**src/rtl/piano_pkg.sv**
```systemverilog
// Shared types and constants for the piano tone generator: FSM state encoding,
// the no-note code and the half-period table (index 0 = lowest note).
package piano_pkg;

    typedef enum logic [1:0] {
        ST_IDLE  = 2'd0,
        ST_PLAY  = 2'd1,
        ST_DRAIN = 2'd2
    } piano_state_t;

    localparam int NOTE_NONE = 0;
    localparam int MAX_KEYS  = 15;

    // Half-periods at 100 MHz, C4 upwards; entries past C5 serve builds with more than 8 keys.
    localparam logic [31:0] DIV_TABLE [MAX_KEYS] = '{
        32'd191110, 32'd170265, 32'd151685, 32'd143172, 32'd127551,
        32'd113636, 32'd101239, 32'd95557,  32'd85131,  32'd75843,
        32'd71586,  32'd63776,  32'd56818,  32'd50619,  32'd47778
    };

endpackage

```
**src/rtl/piano_voice_if.sv**
```systemverilog
// Control/tone bundle of the piano voice. Inputs are static levels (no handshake):
// sw/octave/arp_mode are sampled every clock, FREQ/note/note_valid/dbg_state update every clock.
interface piano_voice_if #(
    parameter int NUM_KEYS = 8
);
    import piano_pkg::*;

    localparam int NOTE_W = $clog2(NUM_KEYS + 1);

    logic [NUM_KEYS-1:0] sw;
    logic [1:0]          octave;
    logic                arp_mode;
    logic                FREQ;
    logic [NOTE_W-1:0]   note;
    logic                note_valid;
    piano_state_t        dbg_state;

    modport master (output sw, octave, arp_mode, input FREQ, note, note_valid, dbg_state);
    modport slave  (input sw, octave, arp_mode, output FREQ, note, note_valid, dbg_state);

endinterface

```
**src/rtl/piano_debounce.sv**
```systemverilog
// One key: two-flop synchroniser followed by a counter that accepts a new level
// only after DEB_CYCLES consecutive equal samples.
module piano_debounce #(
    parameter int DEB_CYCLES = 65536
) (
    input  logic clk,
    input  logic rst_n,
    input  logic raw,
    output logic clean
);
    localparam int CW = $clog2(DEB_CYCLES + 1);

    logic          s1, s2;
    logic [CW-1:0] cnt;

    always_ff @(posedge clk or negedge rst_n) begin
        if (!rst_n) begin
            s1    <= 1'b0;
            s2    <= 1'b0;
            clean <= 1'b0;
            cnt   <= '0;
        end else begin
            s1 <= raw;
            s2 <= s1;
            if (s2 == clean) begin
                cnt <= '0;
            end else if (cnt == CW'(DEB_CYCLES - 1)) begin
                clean <= s2;
                cnt   <= '0;
            end else begin
                cnt <= cnt + 1'b1;
            end
        end
    end

endmodule

```
**src/rtl/piano_voice.sv**
```systemverilog
// Piano voice: debounced keys -> note select (priority, or arpeggio when built
// with PIANO_ARP_EN) -> glitch-free square wave on FREQ with octave shift.
module piano_voice
    import piano_pkg::*;
#(
    parameter int NUM_KEYS      = 8,
    parameter int DIV_W         = 18,
    parameter int DEB_CYCLES    = 65536,
    parameter int ARP_TICKS     = 12500000,
    parameter int SIM_DIV_SHIFT = 0
) (
    input logic        CLK,
    input logic        RESET_N,
    piano_voice_if.slave bus
);
    localparam int NOTE_W = $clog2(NUM_KEYS + 1);

    logic [NUM_KEYS-1:0] sw_clean;
    logic [NOTE_W-1:0]   note_q, note_nx, prio_note;
    logic                note_valid;
    piano_state_t        state_q, state_nx;
    logic [DIV_W-1:0]    cnt_q, cnt_nx, half;
    logic                freq_q, freq_nx;
    logic [3:0]          tbl_idx;
    logic [31:0]         shifted;

    for (genvar k = 0; k < NUM_KEYS; k++) begin : g_deb
        piano_debounce #(.DEB_CYCLES(DEB_CYCLES)) u_deb (
            .clk  (CLK),
            .rst_n(RESET_N),
            .raw  (bus.sw[k]),
            .clean(sw_clean[k])
        );
    end

    // Highest held index wins; note code is key index + 1.
    always_comb begin
        prio_note = '0;
        for (int k = 0; k < NUM_KEYS; k++) begin
            if (sw_clean[k]) prio_note = NOTE_W'(k + 1);
        end
    end

`ifdef PIANO_ARP_EN
    localparam int AW = $clog2(ARP_TICKS + 1);

    logic [AW-1:0]     arp_cnt_q;
    logic              arp_on, arp_tick;
    logic [NOTE_W-1:0] below_note;

    // Next held key below the sounding one; falls back to the highest (wrap).
    always_comb begin
        below_note = prio_note;
        for (int k = 0; k < NUM_KEYS; k++) begin
            if (sw_clean[k] && (NOTE_W'(k + 1) < note_q)) below_note = NOTE_W'(k + 1);
        end
    end

    assign arp_on   = bus.arp_mode && ((sw_clean & (sw_clean - 1'b1)) != '0);
    assign arp_tick = (arp_cnt_q == AW'(ARP_TICKS - 1));

    always_ff @(posedge CLK or negedge RESET_N) begin
        if (!RESET_N)                arp_cnt_q <= '0;
        else if (!arp_on || arp_tick) arp_cnt_q <= '0;
        else                         arp_cnt_q <= arp_cnt_q + 1'b1;
    end

    always_comb begin
        note_nx = prio_note;
        if (arp_on && (note_q != '0)) note_nx = arp_tick ? below_note : note_q;
    end
`else
    logic unused_arp;
    assign unused_arp = bus.arp_mode;
    assign note_nx    = prio_note;
`endif

    always_ff @(posedge CLK or negedge RESET_N) begin
        if (!RESET_N) note_q <= '0;
        else          note_q <= note_nx;
    end

    assign note_valid = (note_q != NOTE_W'(NOTE_NONE));

    // Key k maps to table entry NUM_KEYS-1-k so the top key is the lowest pitch.
    always_comb begin
        tbl_idx = (note_q == '0) ? 4'd0 : 4'(NUM_KEYS - int'(note_q));
        shifted = (DIV_TABLE[tbl_idx] >> SIM_DIV_SHIFT) >> bus.octave;
        half    = (shifted == '0) ? DIV_W'(1) : shifted[DIV_W-1:0];
    end

    // Half-period length is only re-read at a toggle, so pitch changes never make runt pulses.
    always_comb begin
        state_nx = state_q;
        cnt_nx   = cnt_q;
        freq_nx  = freq_q;
        unique case (state_q)
            ST_IDLE: begin
                freq_nx = 1'b0;
                if (note_valid) begin
                    cnt_nx   = half - 1'b1;
                    state_nx = ST_PLAY;
                end
            end
            ST_PLAY, ST_DRAIN: begin
                if (cnt_q != '0) begin
                    cnt_nx   = cnt_q - 1'b1;
                    state_nx = note_valid ? ST_PLAY : ST_DRAIN;
                end else if (note_valid) begin
                    freq_nx  = ~freq_q;
                    cnt_nx   = half - 1'b1;
                    state_nx = ST_PLAY;
                end else begin
                    freq_nx  = 1'b0;
                    state_nx = ST_IDLE;
                end
            end
            default: state_nx = ST_IDLE;
        endcase
    end

    always_ff @(posedge CLK or negedge RESET_N) begin
        if (!RESET_N) begin
            state_q <= ST_IDLE;
            cnt_q   <= '0;
            freq_q  <= 1'b0;
        end else begin
            state_q <= state_nx;
            cnt_q   <= cnt_nx;
            freq_q  <= freq_nx;
        end
    end

    assign bus.FREQ       = freq_q;
    assign bus.note       = note_q;
    assign bus.note_valid = note_valid;
    assign bus.dbg_state  = state_q;

endmodule
```
**src/flat_wrapper.sv**
```systemverilog
// flat-port wrapper written by rule: the top's interface ports become plain ports
module piano_voice_flat import piano_pkg::*;
#(
    parameter int NUM_KEYS      = 8,
    parameter int DIV_W         = 18,
    parameter int DEB_CYCLES    = 65536,
    parameter int ARP_TICKS     = 12500000,
    parameter int SIM_DIV_SHIFT = 0
)
  (CLK, RESET_N, bus_sw, bus_octave, bus_arp_mode, bus_FREQ, bus_note, bus_note_valid, bus_dbg_state);
  piano_voice_if #(.NUM_KEYS(NUM_KEYS)) bus_i ();
  input logic CLK;
  input logic RESET_N;
  input wire logic [$bits(bus_i.sw)-1:0] bus_sw;
  input wire logic [$bits(bus_i.octave)-1:0] bus_octave;
  input wire logic [$bits(bus_i.arp_mode)-1:0] bus_arp_mode;
  output wire logic [$bits(bus_i.FREQ)-1:0] bus_FREQ;
  output wire logic [$bits(bus_i.note)-1:0] bus_note;
  output wire logic [$bits(bus_i.note_valid)-1:0] bus_note_valid;
  output wire logic [$bits(bus_i.dbg_state)-1:0] bus_dbg_state;
  assign bus_i.sw = bus_sw;
  assign bus_i.octave = bus_octave;
  assign bus_i.arp_mode = bus_arp_mode;
  assign bus_FREQ = bus_i.FREQ;
  assign bus_note = bus_i.note;
  assign bus_note_valid = bus_i.note_valid;
  assign bus_dbg_state = bus_i.dbg_state;
  piano_voice #(.NUM_KEYS(NUM_KEYS), .DIV_W(DIV_W), .DEB_CYCLES(DEB_CYCLES), .ARP_TICKS(ARP_TICKS), .SIM_DIV_SHIFT(SIM_DIV_SHIFT)) u_core (.CLK(CLK), .RESET_N(RESET_N), .bus(bus_i));
endmodule
```
**config.mk**
```make
export PLATFORM = sky130hd
export DESIGN_NAME = piano_voice_flat
export DESIGN_NICKNAME = d
export VERILOG_FILES = /design/src/rtl/piano_pkg.sv /design/src/rtl/piano_voice_if.sv /design/src/rtl/piano_debounce.sv /design/src/rtl/piano_voice.sv /design/src/flat_wrapper.sv
export SDC_FILE = /design/constraint.sdc
export NUM_CORES = 1
export LEC_CHECK = 0
export ABC_AREA = 1
export CORE_ASPECT_RATIO = 1.75
export CORE_MARGIN = 5
export CORE_UTILIZATION = 35
export CTS_BUF_LIST = sky130_fd_sc_hd__clkbuf_8
export CTS_CLUSTER_DIAMETER = 40
export DETAILED_ROUTE_END_ITERATION = 8
export GPL_ROUTABILITY_DRIVEN = 0
export GPL_TIMING_DRIVEN = 0
export PLACE_DENSITY_LB_ADDON = 0.25
export SLEW_MARGIN = 0
export SYNTH_ARGS = -nofsm -noshare
export SYNTH_HDL_FRONTEND = slang
export SYNTH_SLANG_ARGS = --single-unit
```
**constraint.sdc**
```tcl
create_clock -name CLK -period 2.92 [get_ports CLK]
set_input_delay 0.584 -clock CLK [delete_from_list [all_inputs] [get_ports CLK]]
set_output_delay 0.584 -clock CLK [all_outputs]
set_load 0.05 [all_outputs]
```
==> metrics.md <==
| Metric | Value |
|---|---|
| CTS Buf Count | `17` |
| Final hold viol count | `0` |
| Crit path kind | `flip-flop to output port` |
| Leakage | `5.158 nW` |
| Hold Crit Class | `input port to async pin` |
| Core area | `0.02939 sq mm` |
| DIE WIDTH | `about 140 um` |
| Ys flop type | `dfrtp_1` |
| Post-synth EDFFs | `0` |
| Peak Freq | `366.5 MHz` |
| Yosys warns | `0` |
| Starting Density | `35.45%` |
| Routed wire length | `about 23000 um` |
| Status | `finished, final reports clean` |
| Post-synthesis async set-or-reset flop share | `100.0%` |
| Largest net degree at the start of global routing | `115` |
| Initial DRT Pass Iterations | `4` |
| Max H-tree Level | `4` |
| Fin crit period | `2728 ps` |
| Overall routing resource usage | `14.57%` |
| Die area | `~0.033 sq mm` |
| CP max stage delay | `410 ps` |
| Crit-path cells | `inv_4 > ha_4 > nand2_1 > buf_4 > buf_2 > buf_2` |
| NumNets Final | `1364` |
| Post-synthesis sequential area ratio | `44.43%` |
| Slew Viols, Final | `0` |
| Synth area leaders | `dfrtp_1 44%, nand2_1 8.4%, nand3_1 6.1%` |
| VDD IR max | `between 0.5 and 0.6 mV` |
| Cell family with most CP delay | `buffers and inverters` |
| Most frequent CP cell | `buf_2` |
| Area Growth Syn to Fin | `11.58%` |
| Wire length per cell | `13.41 um` |
| Grt ovf | `0` |
| Buffers & Inverters on Critical Path | `4` |
| Share of layout cells above drive strength 1 | `10.21%` |
| Synth top area share | `44.43%` |
| Critical path required time | `2340 ps` |
| Maxcap violations | `0` |
| Mapped Cells | `approximately 1300` |
| Register bit total from synthesis | `between 150 and 200` |
| Worst setup SP type | `flip-flop` |
| DP Cell Count | `around 1700` |
| Clock Pin Slew Worst Setup and Hold Paths | `around 90 ps` |
| Crit path from | `u_core.bus.note[1]` |
| Clk_lat worst skew | `500 ps` |
| Rel. slew slack | `between 30% and 40%` |
| Clk sink count | `185` |
| Final Skew | `between 15 and 20 ps` |
| First-pass GRT wire length | `40040 um` |
| Crit end category | `output port` |
| CTS Root Buffer Type | `clkbuf_8` |
| # DRC | `0` |
| Ports | `21` |
| Vias | `~8400` |
| Cell taking the most area after synthesis | `dfrtp_1` |
| Reg2reg start | `u_core.bus.note[1]` |
| Crit path DAT | `2140 ps` |
| Port-buffer cells | `18` |
| Hpwl dp | `17330 um` |
| Post-synthesis cell type count | `51` |
| Number of global-route vias before repair | `8657` |
| Drt initial violations | `around 380` |
| Unrepaired setup endpoints after global routing | `false` |
| Die height | `between 200 and 250 um` |
| Slowest CP cell | `dfrtp_2` |
| Endpoints failing setup | `0` |
| Layout Cells excl Fill | `1724` |
| Post-synth net total | `1321` |
| Syn Std Cell Area | `0.01042 sq mm` |
| # rows | `83` |
| PD cells | `between 400 and 500 mW/mm^2` |
| Final Cycle Share | `93.44%` |
| Initial antenna violation count | `0` |
| Mean area per synthesized cell | `8.095 sq um` |
| CTS Hold Bufs | `0` |
| Total power | `4.731 mW` |
| Antenna cells | `0` |
| Final ANT Viol Nets | `0` |
| Worst slew pin tran | `906.5 ps` |
| CTS tree | `done` |
| CTS Buffer Depth | `2` |
| Via density | `a little under 5` |
| Maximum fanout along the worst path | `10` |
## metrics by stage
stage	worst slack (ps)	instance area (sq um)	util, %	TNS (ps)	hold WS (ps)
2_1_floorplan	63.58	10420	-	0	288.4
3_3_place_gp	-7521	11080	37.70	-1263280	336.3
3_5_place_dp	-298.9	11120	37.83	-1757	336.2
4_1_cts	16.30	11580	39.41	0	35.48
5_1_grt	4.852	11620	39.55	0	61.73
6_report	191.5	11620	39.55	0	37.49
## report_power, final
part	total (mW)	switching [mW]	internal (mW)
sequential	2.62	0.0245	2.60
clock	1.82	0.939	0.882
combinational	0.289	0.196	0.0926
total	4.73	1.16	3.57
## registers in the layout (all words and copies together), names as in the netlist
register / flops
u_core.cnt_q: 18
u_core.g_deb.u_deb.cnt: 136
u_core.g_deb.u_deb.s1: 8
u_core.bus.dbg_state: 2
u_core.bus.note: 4
u_core.g_deb.u_deb.s2: 8
u_core.g_deb.u_deb.clean: 8
u_core.bus.FREQ: 1
## worst register-to-register path: stages, from the launching register on
cell and delay, ps:
dfrtp_2 440, inv_4 100, ha_4 190, inv_2 80
nand2_4 130, nand2_8 100, inv_4 110, ha_2 210
inv_1 60, nand2_2 80, nand3_1 100, nand3_1 120
nand2_2 80, ha_1 210, inv_2 110, nor2_4 70
o21ai_1 180, o21ai_2 100, o211ai_1 90, nand2_1 70
## cells in the mapped netlist, types with 10 or more instances
cell type and instances:
buf_2 10, o21ai_1 10, a21oi_1 49, xnor2_1 32
nand2_1 233, dfrtp_1 185, o21ai_0 27, inv_1 143
nand3_1 128, nor3_1 46, nand4_1 20, nor4_1 16
nor3b_1 21, ha_1 21, nor2_1 169, xor2_1 52
nand3_2 11, nand2_2 23
## worst paths after layout
path	end	slack [ps]	cells past startpoint
min in group CLK	u_core.g_deb[6].u_deb.s2	350	0
max in group asynchronous	u_core.g_deb[5].u_deb.cnt[7]	1910	2
min reg2reg	u_core.g_deb[6].u_deb.s2	350	0
max reg2reg	u_core.cnt_q[4]	210	19
max	bus_note_valid	190	6
min	u_core.g_deb[7].u_deb.cnt[5]	40	1
## cell type report
class / instances / area, sq um
clock buffers: 19 / 261.5
flip-flops and latches: 185 / 4632
fillers: 3059 / 17760
clock inverters: 12 / 150.1
repair buffers: 24 / 257.7
multi-input cells: 929 / 5131
inverters: 148 / 560.5
well taps: 382 / 478.0
plain buffers: 25 / 153.9
## cell families (layout without fill, tap and decap cells)
family,Yosys count,count (layout),synth area share (%)
compound gates,124,124,7.133
flops,185,185,44.43
mux,8,8,0.8647
simple gates,692,692,31.16
xor+xnor,84,84,7.061
buf+inv,173,228,6.821
fa+ha+maj,21,21,2.522
## layer usage
layer	track usage [%]	wire length, um	share of wire (%)	up-vias
li1	-	-	-	4297
met1	14.91	8817	38	3945
met2	27.25	12710	55	100
met3	3.068	617	2.7	47
met4	7.934	966	4.2	0
met5	0	0	0	-
## timing repair
| action | 4_1_cts | 5_1_grt |
|---|---|---|
| pin swaps | 1 | 2 |
| resized for setup | 11 | 7 |
| buffers inserted | 2 | 3 |
| endpoints found under the setup margin | 13 | 8 |
| gates cloned | 0 | 0 |
## placed cells by master, fill, tap and decap left out, types with 27 or more instances in the layout
| cell | Yosys | layout |
|---|---|---|
| nor3_1 | 46 | 45 |
| nor2_1 | 169 | 169 |
| nand2_1 | 233 | 233 |
| inv_1 | 143 | 142 |
| xnor2_1 | 32 | 32 |
| dfrtp_1 | 185 | 183 |
| a21oi_1 | 49 | 49 |
| nand3_1 | 128 | 128 |
| o21ai_0 | 27 | 27 |
| xor2_1 | 52 | 51 |
Power figures use the tool's default switching activity.
